**config.mk**
```make
export PLATFORM = sky130hd
export DESIGN_NAME = cpc_ram_expander_ctrl
export DESIGN_NICKNAME = d
export VERILOG_FILES = /design/src/rtl/cpc_bus_pkg.sv /design/src/rtl/cpc_ram_map.sv /design/src/rtl/cpc_ram_expander_ctrl.sv
export SDC_FILE = /design/constraint.sdc
export NUM_CORES = 1
export LEC_CHECK = 0
export ABC_CLOCK_PERIOD_IN_PS = 1350
export BUFFER_PORTS_ARGS = -buffer_cell sky130_fd_sc_hd__buf_2
export CAP_MARGIN = 10
export CORE_MARGIN = 5
export CORE_UTILIZATION = 37
export CTS_BUF_LIST = sky130_fd_sc_hd__clkbuf_4 sky130_fd_sc_hd__clkbuf_8
export DETAILED_ROUTE_END_ITERATION = 8
export PLACE_DENSITY_LB_ADDON = 0.12
export SLEW_MARGIN = 10
export SYNTH_ARGS = -nofsm -noshare
export SYNTH_HDL_FRONTEND = slang
export SYNTH_SLANG_ARGS = --single-unit
```
**constraint.sdc**
```tcl
create_clock -name CLK -period 1.35 [get_ports CLK]
set_input_delay 0.135 -clock CLK [delete_from_list [all_inputs] [get_ports CLK]]
set_output_delay 0.135 -clock CLK [all_outputs]
set_load 0.02 [all_outputs]
```
**src/rtl/cpc_bus_pkg.sv**
```systemverilog
// -----------------------------------------------------------------------------
// cpc_bus_pkg
// Shared definitions for the CPC expansion-bus RAM expander.
//   mode_e      : Gate Array RAM-configuration modes (CFG[2:0])
//   GA_RAM_SEL  : D[7:6] function code selecting the RAM-configuration register
//   cap_state_e : I/O-write capture FSM states
// -----------------------------------------------------------------------------
package cpc_bus_pkg;

  typedef enum logic [2:0] {
    MODE_NORMAL = 3'd0,  // no expansion mapping
    MODE_C1     = 3'd1,  // page 3 -> block 3
    MODE_C2     = 3'd2,  // all four pages -> blocks 0..3
    MODE_C3     = 3'd3,  // page 3 -> block 3, page 1 stays internal
    MODE_P1_B0  = 3'd4,  // page 1 -> block 0
    MODE_P1_B1  = 3'd5,  // page 1 -> block 1
    MODE_P1_B2  = 3'd6,  // page 1 -> block 2
    MODE_P1_B3  = 3'd7   // page 1 -> block 3
  } mode_e;

  localparam logic [1:0] GA_RAM_SEL = 2'b11;

  typedef enum logic [1:0] {
    IDLE         = 2'd0,
    ARMED        = 2'd1,
    WAIT_RELEASE = 2'd2
  } cap_state_e;

endpackage

```
**src/rtl/cpc_ram_map.sv**
```systemverilog
// -----------------------------------------------------------------------------
// cpc_ram_map
// Purely combinational memory-cycle decoder. Maps the 16KB page addressed by
// {a15,a14} onto an expansion block according to the active configuration and
// generates the internal-RAM disable and external SRAM strobes.
// Ports:
//   cfg                     in  {bank, mode} configuration register
//   a15, a14                in  Z80 page select
//   mreq_b, rd_b, wr_b      in  Z80 memory strobes (active-low)
//   rfsh_b                  in  Z80 refresh (active-low)
//   romen_b                 in  Gate Array ROM enable (active-low)
//   ramdis                  out internal RAM disabled this cycle
//   xa                      out external SRAM address bits 14 and above
//   xram_ce_b/oe_b/we_b     out external SRAM strobes (active-low)
// -----------------------------------------------------------------------------
module cpc_ram_map
  import cpc_bus_pkg::*;
#(
  parameter int NBANK_BITS = 3
) (
  input  logic [NBANK_BITS+2:0] cfg,
  input  logic                  a15,
  input  logic                  a14,
  input  logic                  mreq_b,
  input  logic                  rd_b,
  input  logic                  wr_b,
  input  logic                  rfsh_b,
  input  logic                  romen_b,
  output logic                  ramdis,
  output logic [NBANK_BITS+1:0] xa,
  output logic                  xram_ce_b,
  output logic                  xram_oe_b,
  output logic                  xram_we_b
);

  logic [NBANK_BITS-1:0] bank;
  logic [1:0]            page;
  logic                  hit;
  logic [1:0]            blk;
  logic                  sel;

  assign bank = cfg[NBANK_BITS+2:3];
  assign page = {a15, a14};

  // NOTE: every variable written in always_comb gets a default first, so no
  // path through the case leaves it unassigned and no latch is inferred.
  always_comb begin
    hit = 1'b0;
    blk = 2'd0;
    case (mode_e'(cfg[2:0]))
      MODE_NORMAL: ;
      MODE_C1, MODE_C3: begin
        if (page == 2'd3) begin
          hit = 1'b1;
          blk = 2'd3;
        end
      end
      MODE_C2: begin
        hit = 1'b1;
        blk = page;
      end
      default: begin
        // Modes 4..7: page 1 only, block number is mode-4 (the low two bits).
        if (page == 2'd1) begin
          hit = 1'b1;
          blk = cfg[1:0];
        end
      end
    endcase
  end

  // Refresh cycles carry a row address, not a real access: never select.
  assign sel       = hit & ~mreq_b & rfsh_b;
  assign ramdis    = sel;
  assign xa        = hit ? {bank, blk} : '0;
  assign xram_ce_b = ~sel;
  // An enabled ROM owns reads; writes still fall through to RAM.
  assign xram_oe_b = ~(sel & ~rd_b & romen_b);
  assign xram_we_b = ~(sel & ~wr_b);

endmodule

```
**src/rtl/cpc_ram_expander_ctrl.sv**
```systemverilog
// -----------------------------------------------------------------------------
// cpc_ram_expander_ctrl
// Expansion-bus responder for a CPC RAM expansion card. Snoops OUTs to the
// Gate Array RAM-configuration port, holds {bank, mode} in CFG and decodes
// each memory cycle through cpc_ram_map.
// Ports:
//   CLK, RESET_B                     bus clock, async active-low reset
//   A15, A14, D                      Z80 address page bits and data bus
//   IOREQ_B, MREQ_B, RD_B, WR_B,
//   M1_B, RFSH_B                     Z80 strobes (active-low)
//   ROMEN_B                          Gate Array ROM enable (active-low)
//   RAMDIS                           high = internal RAM disabled
//   XA                               external SRAM address bits 14 and up
//   XRAM_CE_B, XRAM_OE_B, XRAM_WE_B  external SRAM strobes
//   CFG                              current {bank, mode}
// -----------------------------------------------------------------------------
module cpc_ram_expander_ctrl
  import cpc_bus_pkg::*;
#(
  parameter int NBANK_BITS = 3
) (
  input  logic                  CLK,
  input  logic                  RESET_B,
  input  logic                  A15,
  input  logic                  A14,
  input  logic [7:0]            D,
  input  logic                  IOREQ_B,
  input  logic                  MREQ_B,
  input  logic                  RD_B,
  input  logic                  WR_B,
  input  logic                  M1_B,
  input  logic                  RFSH_B,
  input  logic                  ROMEN_B,
  output logic                  RAMDIS,
  output logic [NBANK_BITS+1:0] XA,
  output logic                  XRAM_CE_B,
  output logic                  XRAM_OE_B,
  output logic                  XRAM_WE_B,
  output logic [NBANK_BITS+2:0] CFG
);

  cap_state_e state;
  logic       q;

  // Qualifying write to the RAM-config port. M1_B=1 excludes interrupt
  // acknowledge, which also asserts IOREQ_B.
  assign q = ~IOREQ_B & ~WR_B & M1_B & ~A15 & (D[7:6] == GA_RAM_SEL);

  // A CPC OUT spans two rising edges (TW and T3); requiring both filters
  // glitches, and WAIT_RELEASE stops a long write from reloading.
  // NOTE: sequential state uses non-blocking assignments so every register
  // samples the pre-edge values regardless of statement order.
  always_ff @(posedge CLK or negedge RESET_B) begin
    if (!RESET_B) begin
      state <= IDLE;
      CFG   <= '0;
    end else begin
      case (state)
        IDLE: begin
          if (q) state <= ARMED;
        end
        ARMED: begin
          if (q) begin
            CFG   <= {D[3 +: NBANK_BITS], D[2:0]};
            state <= WAIT_RELEASE;
          end else begin
            state <= IDLE;
          end
        end
        WAIT_RELEASE: begin
          if (IOREQ_B || WR_B) state <= IDLE;
        end
        default: state <= IDLE;
      endcase
    end
  end

  cpc_ram_map #(
    .NBANK_BITS(NBANK_BITS)
  ) u_map (
    .cfg      (CFG),
    .a15      (A15),
    .a14      (A14),
    .mreq_b   (MREQ_B),
    .rd_b     (RD_B),
    .wr_b     (WR_B),
    .rfsh_b   (RFSH_B),
    .romen_b  (ROMEN_B),
    .ramdis   (RAMDIS),
    .xa       (XA),
    .xram_ce_b(XRAM_CE_B),
    .xram_oe_b(XRAM_OE_B),
    .xram_we_b(XRAM_WE_B)
  );

endmodule

```
==> run summary <==
Outcome = complete, but fails checks
Worst path max stage delay = 0.42 ns
Core area = 1270 um^2
Max Root-Sink Buffers = 2
Layout area overhead = 65.3%
Worst EP arrival = 1.62 ns
Yosys reg bits = 8
Peak VDD IR = 0.412 mV
Routed WL per cell = 11.7 um
Synth Instances = 42
Final Cycle Share = 130%
FF-to-FF End = CFG[2]$_DFFE_PN0N_
Port bufs = 33
Pre-antenna DRT Iters = 4
Vias post-DR = 492
Layout cells sized above 1 = 70.5%
Num Clock Sinks = 8
CTS tree = built
Failing checks = negative setup slack
Drt via density = 4.78
Worst rel slew slack = 80.3%
Routed Antenna Nets = 0
Die Footprint = 2140 um^2
Worst setup margin = -0.400 ns
R2r startpoint = state[0]$_DFFE_PN0P_
Max Fanout on Critical Path = 4
Final TNS setup = -2.68 ns
Row count = 13
CP required = 1.22 ns
P_sw = 112 uW
Syn_area_per_cell = 11.6 um^2
Drt first-iter violations = 4
Sw frac = 21.6%
Asr flop ratio synth = 100%
Final nets = 108
Fin area = 805 um^2
Post-layout min period = 1.75 ns
Clk_skew = 0.00885 ns
CP startpoint = CFG[2]$_DFFE_PN0N_
Slowest CP cell = or3b_4
CTS Buf Count = 3
Worst Hold Depth = 2
Final hold viol count = 0
Register-to-register setup slack = 0.05 ns
Cell area power density = 647 nW/um^2
Hold_sp = IOREQ_B
Worst-margin pin slew = 0.296 ns
Mapped cell area = 487 um^2
Die height = 46.3 um
GRT Residual Overflow = 0
Root buffer cell = clkbuf_4
Clock-pin slew on the worst setup and hold paths = 0.05 ns
I/O pin count = 34
Total track usage = 12.7%
Hold Path Sink = state[1]$_DFFE_PN0P_
Main synth FF type = dfrtp_1
Max Cap Viol = 0
RSZ-0062 raised after global routing = yes
Initial Util = 38.4%
R2r worst-path depth = 4
Logic pwr share = 11.8%
Internal power = 408 uW
Placed Area = 723 um^2
Hold_ws = 0.0600 ns
Syn nets = 61
Worst-Skew Late Latency = 0.26 ns
Critical Path, Cell by Cell = or3b_4, a311oi_4, nand3b_2, buf_6
First-pass GRT wire length = 1.92 mm
P_leak = 0.427 nW
Nature of the critical path startpoint = flop
# setup viols final = 9
Pre-CTS setup slack = -0.167 ns
Worst hold-check path type = in -> reg
Post-synth EDFFs = 0
Critical path endpoint category = output port
Detailed Place HPWL = 1.01 mm
Die X = 46.3 um
Synth warnings = 0
Kind of critical path = reg -> out
H-tree depth = 1
Register area share after synthesis = 41.1%
DRC viols = 0
Post-synthesis cell type count = 20
Fmax = 571 MHz
Clock share of power = 41.6%
Antenna violations before repair = 0
Part of the power in registers = 46.7%
Number of global-route vias before repair = 498
Final Max Slew Viols = 0
Pin count of the biggest net entering global routing = 9
GP Congestion = 0.646
Total wire length = 1.21 mm
Final antenna diode count = 0
[cells in the mapped netlist (2+ instances only)]
library cell  n  share of area (%)
nand4b_1      2                3.6
inv_1         3                2.3
dfrtp_1       8                 41
nand3b_1      2                3.1
and2_1        4                5.1
o21ai_0       2                2.1
nand2b_1      2                2.6
mux2i_1       2                4.1
mux2_2        6                 14
[state kept, by name, indices dropped and copies added, names as in the netlist]
register	count
CFG	6
state	2
[through the flow]
step | utilization [%] | std cells | power (mW)
2_1_floorplan | - | 42 | 0.262
3_3_place_gp | 57.0 | 96 | 0.303
3_5_place_dp | 57.0 | 96 | 0.304
4_1_cts | 61.4 | 102 | 0.530
5_1_grt | 63.4 | 103 | 0.545
6_report | 63.4 | 103 | 0.521
[layout by cell type, fill, tap and decap left out, drive strengths merged, types with 2 or more instances in the layout]
cell    synthesis  routed
buf             0      41
o21ai           2       2
nand3b          3       3
and2            4       4
nand4b          2       2
nand2b          2       2
inv             3       3
mux2            6       6
dfrtp           8       8
mux2i           2       2
clkbuf          0       4
[logic make-up after synthesis]
group                  after synthesis  synth area share (%)
and+or+nand+nor                     19                  29.3
muxes                                8                  18.0
DFF                                  8                  41.1
AOI/OAI and AO/OA                    4                  9.26
buffers and inverters                3                  2.31
[power by group through the flow]
stage | clock, mW | sequential (mW) | combinational (mW)
finish | 0.216 | 0.243 | 0.0612
global route | 0.234 | 0.243 | 0.0683
CTS | 0.227 | 0.243 | 0.0596
detailed placement | 0 | 0.247 | 0.0564
global placement | 0 | 0.247 | 0.0555
floorplan | 0 | 0.249 | 0.0128
[worst max-delay path by stage]
stage	end	slack [ns]	cells after the start
floorplan	XRAM_WE_B	-0.32	3
global placement	XRAM_OE_B	-0.14	4
detailed placement	XRAM_OE_B	-0.17	4
CTS	XRAM_OE_B	-0.43	4
global route	XRAM_WE_B	-0.48	4
finish	XRAM_OE_B	-0.40	4
[metal layers]
layer | vias up | wire [um] | track usage, %
met2 | 21 | 566 | 19.8
met3 | 2 | 116 | 1.56
li1 | 250 | - | -
met5 | - | 0 | 0
met1 | 219 | 497 | 16.0
met4 | 0 | 27 | 8.52
[final cells by class]
| cell class | instances | area (um^2) |
|---|---|---|
| multi-input cells | 31 | 287 |
| clock buffers | 4 | 30.0 |
| well taps | 15 | 18.8 |
| flip-flops and latches | 8 | 204 |
| repair buffers | 42 | 254 |
| inverters | 3 | 11.3 |
| fillers | 116 | 464 |
[timing repair]
action	4_1_cts	5_1_grt
pin swaps	2	3
gates cloned	0	0
endpoints found under the setup margin	9	15
setup buffers	1	1
hold endpoints to repair	8	0
resized for setup	4	5
hold buffers	1	0
[critical path, delay by kind of cell (launching register included)]
family / cells / cell delay, ns
AOI/OAI and AO/OA: 1 / 0.28
and+or+nand+nor: 2 / 0.53
buffers and inverters: 1 / 0.14
DFF: 1 / 0.41
Note: power is estimated with default switching activity, not from simulation.
